### src/rtl/pic_inta_control_pkg.sv
// Shared constants, state encodings and helpers for the 8259A-style interrupt controller.
// The find-first helper is common to priority resolution and non-specific EOI.
package pic_pkg;

  localparam int NUM_IR = 8;
  localparam logic [2:0] SPURIOUS_IR = 3'd7;

  typedef logic [1:0] state_t;
  localparam state_t IDLE = 2'd0;
  localparam state_t ACK1 = 2'd1;
  localparam state_t ACK2 = 2'd2;

  localparam logic [2:0] OCW2_NSEOI = 3'b001;
  localparam logic [2:0] OCW2_SEOI  = 3'b011;

  localparam logic READ_IRR = 1'b0;
  localparam logic READ_ISR = 1'b1;

  typedef struct packed {
    logic [4:0] vector_base;
    logic       ltim;
    logic       aeoi;
    logic       init_done;
  } pic_cfg_t;

  // Index of the lowest set bit (IR0 is highest priority); 0 when the vector is empty.
  function automatic logic [2:0] find_first(input logic [NUM_IR-1:0] v);
    find_first = 3'd0;
    for (int i = NUM_IR - 1; i >= 0; i--) begin
      if (v[i]) find_first = i[2:0];
    end
  endfunction

endpackage

### src/rtl/pic_inta_control_if.sv
// Command, interrupt-request, acknowledge and status signals of the interrupt controller.
// master drives commands and requests; slave is the controller itself.
interface pic_inta_if;

  logic [3:0] icw_strobe;
  logic [2:0] ocw_strobe;
  logic [7:0] cmd_data;
  logic [7:0] ir_in;
  logic       inta_n;

  logic       int_out;
  logic [7:0] dout;
  logic       dout_oe;
  logic [7:0] irr_q;
  logic [7:0] isr_q;
  logic [7:0] imr_q;
  logic       read_sel;

  modport master (
    output icw_strobe, ocw_strobe, cmd_data, ir_in, inta_n,
    input  int_out, dout, dout_oe, irr_q, isr_q, imr_q, read_sel
  );

  modport slave (
    input  icw_strobe, ocw_strobe, cmd_data, ir_in, inta_n,
    output int_out, dout, dout_oe, irr_q, isr_q, imr_q, read_sel
  );

endinterface

### src/rtl/pic_inta_control_priority_resolver.sv
// Fixed fully-nested priority resolution: picks the best unmasked request and reports
// whether it may interrupt the highest-priority routine currently in service.
module pic_priority_resolver
  import pic_pkg::*;
(
  input  logic [7:0] irr,
  input  logic [7:0] imr,
  input  logic [7:0] isr,
  output logic       req,
  output logic [2:0] p,
  output logic [2:0] isr_top
);

  logic [7:0] pending;

  assign pending = irr & ~imr;
  assign p       = find_first(pending);
  assign isr_top = find_first(isr);

  // A request only pre-empts when it is strictly higher priority than everything in service.
  always_comb begin
    req = 1'b0;
    if (pending != 8'h00) begin
      req = (isr == 8'h00) || (p < isr_top);
    end
  end

endmodule

### src/rtl/pic_inta_control.sv
// Interrupt request/service/mask state, INT generation and the two-pulse INTA
// vector sequence, configured by the ICW/OCW strobes from the read/write stage.
module pic_inta_control
  import pic_pkg::*;
(
  input logic       clk,
  input logic       rst,
  pic_inta_if.slave bus
);

  logic [7:0] irr;
  logic [7:0] isr;
  logic [7:0] imr;
  logic [7:0] ir_prev;
  pic_cfg_t   cfg;
  state_t     state;
  logic [2:0] sel;
  logic       spurious;
  logic       inta_prev;
  logic       int_out;
  logic [7:0] dout;
  logic       dout_oe;
  logic       read_sel;

  logic       req_raw;
  logic       req;
  logic [2:0] p;
  logic [2:0] isr_top;
  logic       inta_fall;
  logic       ack;
  logic       release_ack;

  logic       icw1, icw2, icw4;
  logic       ocw1, ocw2, ocw3;
  logic       eoi_ns, eoi_s;
  logic [7:0] irr_next;
  logic [7:0] isr_next;

  pic_priority_resolver u_prio (
    .irr     (irr),
    .imr     (imr),
    .isr     (isr),
    .req     (req_raw),
    .p       (p),
    .isr_top (isr_top)
  );

  assign req         = cfg.init_done & req_raw;
  assign inta_fall   = inta_prev & ~bus.inta_n;
  assign ack         = (state == IDLE) & inta_fall & req;
  assign release_ack = (state == ACK2) & bus.inta_n & cfg.aeoi & ~spurious;

  // Only one strobe acts per cycle: lowest ICW first, then lowest OCW (ICW3 just blocks).
  always_comb begin
    icw1 = bus.icw_strobe[0];
    icw2 = bus.icw_strobe[1] & ~bus.icw_strobe[0];
    icw4 = bus.icw_strobe[3] & ~(|bus.icw_strobe[2:0]);
    ocw1 = ~(|bus.icw_strobe) & bus.ocw_strobe[0];
    ocw2 = ~(|bus.icw_strobe) & bus.ocw_strobe[1] & ~bus.ocw_strobe[0];
    ocw3 = ~(|bus.icw_strobe) & bus.ocw_strobe[2] & ~(|bus.ocw_strobe[1:0]);
  end

  assign eoi_ns = ocw2 & (bus.cmd_data[7:5] == OCW2_NSEOI) & (isr != 8'h00);
  assign eoi_s  = ocw2 & (bus.cmd_data[7:5] == OCW2_SEOI);

  // Acknowledge clear is applied last so it beats a same-cycle request capture.
  always_comb begin
    irr_next = cfg.ltim ? bus.ir_in : (irr | (bus.ir_in & ~ir_prev));
    if (ack) irr_next[p] = 1'b0;
  end

  always_comb begin
    isr_next = isr;
    if (eoi_ns)      isr_next[isr_top]           = 1'b0;
    if (eoi_s)       isr_next[bus.cmd_data[2:0]] = 1'b0;
    if (release_ack) isr_next[sel]               = 1'b0;
    if (ack)         isr_next[p]                 = 1'b1;
  end

  always_ff @(posedge clk) begin
    if (rst) begin
      irr       <= 8'h00;
      isr       <= 8'h00;
      imr       <= 8'hFF;
      ir_prev   <= 8'h00;
      cfg       <= '0;
      state     <= IDLE;
      sel       <= 3'd0;
      spurious  <= 1'b0;
      inta_prev <= 1'b1;
      int_out   <= 1'b0;
      dout      <= 8'h00;
      dout_oe   <= 1'b0;
      read_sel  <= READ_IRR;
    end else begin
      ir_prev   <= bus.ir_in;
      inta_prev <= bus.inta_n;
      if (icw1) begin
        irr           <= 8'h00;
        isr           <= 8'h00;
        imr           <= 8'h00;
        cfg.ltim      <= bus.cmd_data[3];
        cfg.aeoi      <= 1'b0;
        cfg.init_done <= 1'b0;
        read_sel      <= READ_IRR;
        state         <= IDLE;
        int_out       <= 1'b0;
        dout_oe       <= 1'b0;
      end else begin
        irr     <= irr_next;
        isr     <= isr_next;
        int_out <= (state == IDLE) & ~inta_fall & req;
        if (icw2) begin
          cfg.vector_base <= bus.cmd_data[7:3];
          cfg.init_done   <= 1'b1;
        end
        if (icw4) cfg.aeoi <= bus.cmd_data[1];
        if (ocw1) imr <= bus.cmd_data;
        if (ocw3 && bus.cmd_data[1]) read_sel <= bus.cmd_data[0];

        case (state)
          IDLE: begin
            if (inta_fall) begin
              state    <= ACK1;
              sel      <= req ? p : SPURIOUS_IR;
              spurious <= ~req;
            end
          end
          ACK1: begin
            if (inta_fall) begin
              state   <= ACK2;
              dout    <= {cfg.vector_base, sel};
              dout_oe <= 1'b1;
            end
          end
          ACK2: begin
            if (bus.inta_n) begin
              state   <= IDLE;
              dout_oe <= 1'b0;
            end
          end
          default: state <= IDLE;
        endcase
      end
    end
  end

  assign bus.int_out  = int_out;
  assign bus.dout     = dout;
  assign bus.dout_oe  = dout_oe;
  assign bus.irr_q    = irr;
  assign bus.isr_q    = isr;
  assign bus.imr_q    = imr;
  assign bus.read_sel = read_sel;

endmodule

### src/flat_wrapper.sv
// flat-port wrapper written by rule: the top's interface ports become plain ports
module pic_inta_control_flat import pic_pkg::*;
  (clk, rst, bus_icw_strobe, bus_ocw_strobe, bus_cmd_data, bus_ir_in, bus_inta_n, bus_int_out, bus_dout, bus_dout_oe, bus_irr_q, bus_isr_q, bus_imr_q, bus_read_sel);
  pic_inta_if bus_i ();
  input logic clk;
  input logic rst;
  input wire logic [$bits(bus_i.icw_strobe)-1:0] bus_icw_strobe;
  input wire logic [$bits(bus_i.ocw_strobe)-1:0] bus_ocw_strobe;
  input wire logic [$bits(bus_i.cmd_data)-1:0] bus_cmd_data;
  input wire logic [$bits(bus_i.ir_in)-1:0] bus_ir_in;
  input wire logic [$bits(bus_i.inta_n)-1:0] bus_inta_n;
  output wire logic [$bits(bus_i.int_out)-1:0] bus_int_out;
  output wire logic [$bits(bus_i.dout)-1:0] bus_dout;
  output wire logic [$bits(bus_i.dout_oe)-1:0] bus_dout_oe;
  output wire logic [$bits(bus_i.irr_q)-1:0] bus_irr_q;
  output wire logic [$bits(bus_i.isr_q)-1:0] bus_isr_q;
  output wire logic [$bits(bus_i.imr_q)-1:0] bus_imr_q;
  output wire logic [$bits(bus_i.read_sel)-1:0] bus_read_sel;
  assign bus_i.icw_strobe = bus_icw_strobe;
  assign bus_i.ocw_strobe = bus_ocw_strobe;
  assign bus_i.cmd_data = bus_cmd_data;
  assign bus_i.ir_in = bus_ir_in;
  assign bus_i.inta_n = bus_inta_n;
  assign bus_int_out = bus_i.int_out;
  assign bus_dout = bus_i.dout;
  assign bus_dout_oe = bus_i.dout_oe;
  assign bus_irr_q = bus_i.irr_q;
  assign bus_isr_q = bus_i.isr_q;
  assign bus_imr_q = bus_i.imr_q;
  assign bus_read_sel = bus_i.read_sel;
  pic_inta_control u_core (.clk(clk), .rst(rst), .bus(bus_i));
endmodule
### config.mk
export PLATFORM = sky130hd
export DESIGN_NAME = pic_inta_control_flat
export DESIGN_NICKNAME = d
export VERILOG_FILES = /design/src/rtl/pic_inta_control_pkg.sv /design/src/rtl/pic_inta_control_if.sv /design/src/rtl/pic_inta_control_priority_resolver.sv /design/src/rtl/pic_inta_control.sv /design/src/flat_wrapper.sv
export SDC_FILE = /design/constraint.sdc
export NUM_CORES = 1
export LEC_CHECK = 0
export ABC_AREA = 0
export BUFFER_PORTS_ARGS = -buffer_cell sky130_fd_sc_hd__clkbuf_2
export CAP_MARGIN = 30
export CELL_PAD_IN_SITES_DETAIL_PLACEMENT = 2
export CELL_PAD_IN_SITES_GLOBAL_PLACEMENT = 2
export CORE_ASPECT_RATIO = 0.7
export CORE_MARGIN = 2
export CORE_UTILIZATION = 28
export CTS_CLUSTER_DIAMETER = 30
export DETAILED_ROUTE_END_ITERATION = 12
export PLACE_DENSITY = 0.82
export SYNTH_ARGS = -nofsm -noshare
export SYNTH_HDL_FRONTEND = slang
export SYNTH_SLANG_ARGS = --single-unit
### constraint.sdc
create_clock -name clk -period 2.43 [get_ports clk]
set_clock_uncertainty 0.05 [all_clocks]
set_input_delay 0.1215 -clock clk [delete_from_list [all_inputs] [get_ports clk]]
set_output_delay 0.1215 -clock clk [all_outputs]
set_load 0.005 [all_outputs]
==> metrics.txt <==
dominant cells by area after synthesis=dfxtp_1 (43%), mux2i_1 (5.9%), nor2_1 (5.0%); vias after detailed routing=2835; Slew @ Worst Pin=0.7176 ns; Leakage=1.540 nW; top_reg_cell synth=dfxtp_1; Ports=61; vias per cell=5.309; Worst Path Buf+Inv=2; fraction of layout cells with a size suffix above 1=0.3220; FP Rows=29; post-DR wirelength/cell=21.27 µm; Peak supply drop=305.7 µV; DP HPWL=8.074 mm; Setup CP Type=reg -> reg; Antenna Nets Post-Route=0; Yosys top cell by area=dfxtp_1; Syn Area/Cell=8.682 µm²; Setup TNS=0 ns; global-route wire length before repair=16.99 mm; synthesized netlist cell count=312; GP Congestion=0.8127; CP peak stage delay=0.31 ns; total core area=9216 µm²; cell with the most instances on the worst path=buf_4; CP max-delay cell=dfxtp_1; Top Family by Delay on Critical Path=simple AND/OR/NAND/NOR gates; wire length on met2=5.529 mm; clk slew on worst S/H paths=0.05 ns; min cycle time layout=2.322 ns; largest net degree at the start of global routing=28; CTS tree=done; CP Max Fanout=4; DIE HEIGHT=86.30 µm; Root Driver=clkbuf_16; area grow syn2layout=39.86%; Fill cells=1062; area of the multi-input gates=1577 µm²; Cell Area, Synth=2709 µm²; cells along the critical path=nor4_2, buf_4, or2b_1, ha_4, nand2_1, a21oi_2, o31ai_1, buf_4, a311oi_1; M1 WL=5.017 mm; DRT iter0 DRCs=187; Power Density=638.7 nW/µm²; routed wl met3=545 µm; drt pass-1 iters=4; setup violators final=0; vias in the first global route=3120; worst hold path class=in -> reg; status=finished clean; GRT overflow=0; register area share after synthesis=0.4286; later-pin clock latency in the skew report=0.33 ns; Num CTS Buffers=9; Final Cycle Share=0.9557; Post-synth ARST share=0; number of enable flip-flop cells after synthesis=0; Synthesized Nets=340; Port Buf Inserts=60; Worst EP required=2.61 ns; register area=1164 µm²; Total GRT Usage=0.2189; Die ar.=10490 µm²; top cell type's share of synthesized area=0.4286; commonest non-fill, non-tap cell in the layout=clkbuf_2; Final #Nets=434; initial antenna violation count=0; Worst setup EP type=flop; # clock sinks=58; clk buf depth=2; detailed-route DRC error count=0; Starting Density=0.2939; most frequent cells in the layout=clkbuf_2 (60), dfxtp_1 (56), nor2_1 (35); slew margin rel.=0.5179; total power=2.420 mW; max layer used=met4; chip width=121.6 µm; Setup crit start kind=flop; max-cap viol count=0; Diodes inserted=0; Max Freq=430.6 MHz; Routed WL=11.36 mm; final slew viol count=0; final hold vios=0; H-tree depth=3; arrival time at the worst endpoint=2.50 ns; yosys warns=0; post-synthesis register bit count=58; Synth cell types=48; final core utilization=0.4111
-- per-stage QoR --
step	worst slack, ns	std cells	instance area [µm²]	hold WS, ns
after floorplan	0.1257	312	2714	0.1481
after detailed placement	-0.2261	506	3294	0.3084
final	0.1076	534	3789	0.02501
after global routing	-0.05421	534	3789	0.01125
after CTS	0.01717	533	3692	0.01079
after global placement	0.01486	506	3294	0.2946
-- report_power, final --
| part | switching, mW | internal, mW | total (mW) |
|---|---|---|---|
| Clock | 0.431 | 0.675 | 1.11 |
| Sequential | 0.0363 | 0.991 | 1.03 |
| Combinational | 0.162 | 0.125 | 0.287 |
-- area by class of cell --
class                      count  share of cell area
multi-input combinational    231              0.4161
sequential                    58              0.3071
timing repair buffer          97              0.1602
clock buffer                  11             0.06143
tap                          124             0.04095
inverter                       9            0.008917
clock inverter                 4            0.005284
-- sequential cells by signal, indices dropped and copies added (netlist names) --
| name | flops |
|---|---|
| u_core.bus.read_sel | 1 |
| u_core.cfg | 8 |
| u_core.inta_prev | 1 |
| u_core.bus.dout | 8 |
| u_core.bus.int_out | 1 |
| u_core.state | 2 |
| u_core.bus.irr_q | 8 |
| u_core.sel | 3 |
| u_core.bus.isr_q | 8 |
| u_core.spurious | 1 |
| u_core.bus.dout_oe | 1 |
| u_core.bus.imr_q | 8 |
| u_core.ir_prev | 8 |
-- synthesized netlist by cell type (4+ instances only) --
| cell | n |
|---|---|
| a31oi_1 | 4 |
| inv_1 | 9 |
| mux2i_1 | 16 |
| a211oi_1 | 4 |
| dfxtp_1 | 58 |
| nand2_1 | 22 |
| nor3b_1 | 10 |
| and2_1 | 4 |
| a221oi_1 | 6 |
| nor3_1 | 8 |
| o211ai_1 | 7 |
| nor2_1 | 36 |
| o21ai_0 | 20 |
| clkbuf_1 | 12 |
| nor4_1 | 5 |
| a211o_1 | 8 |
| nand2b_1 | 10 |
| nor2b_1 | 16 |
| a21oi_1 | 13 |
-- logic make-up (layout without fill, tap and decap cells) --
kind of cell	Yosys count	after routing	synth area share
compound gates	80	80	0.1972
mux	17	17	0.06328
simple gates	131	131	0.2656
xor+xnor	1	1	0.003234
fa+ha+maj	2	2	0.009236
flops	58	58	0.4286
buf+inv	23	121	0.03279
-- path summary, 6_finish.rpt --
check | slack, ns | from | cells after the start | end
max | 0.11 | u_core.bus.isr_q[3]$_SDFF_PP0_ | 9 | u_core.spurious$_SDFFE_PP0P_
min | 0.03 | bus_cmd_data[3] | 2 | u_core.bus.imr_q[3]$_SDFFE_PP1P_
max reg2reg | 0.11 | u_core.bus.isr_q[3]$_SDFF_PP0_ | 9 | u_core.spurious$_SDFFE_PP0P_
min reg2reg | 0.45 | u_core.bus.dout[3]$_SDFFE_PP0P_ | 2 | u_core.bus.dout[3]$_SDFFE_PP0P_
-- routing by layer --
| layer | vias up | global-route usage |
|---|---|---|
| met4 | 0 | 0.08150 |
| met1 | 1415 | 0.2771 |
| met3 | 21 | 0.05329 |
| met2 | 82 | 0.3647 |
| li1 | 1317 | - |
| met5 | - | 0 |
-- what timing repair did --
| item | CTS | global route |
|---|---|---|
| hold endpoints to repair | 10 | 0 |
| endpoints found under the setup margin | 8 | 21 |
| hold buffers | 10 | 0 |
| pin swaps | 2 | 5 |
| gates resized for setup | 7 | 23 |
| setup buffers | 2 | 1 |
No activity file was read; power rests on OpenSTA's default activity.
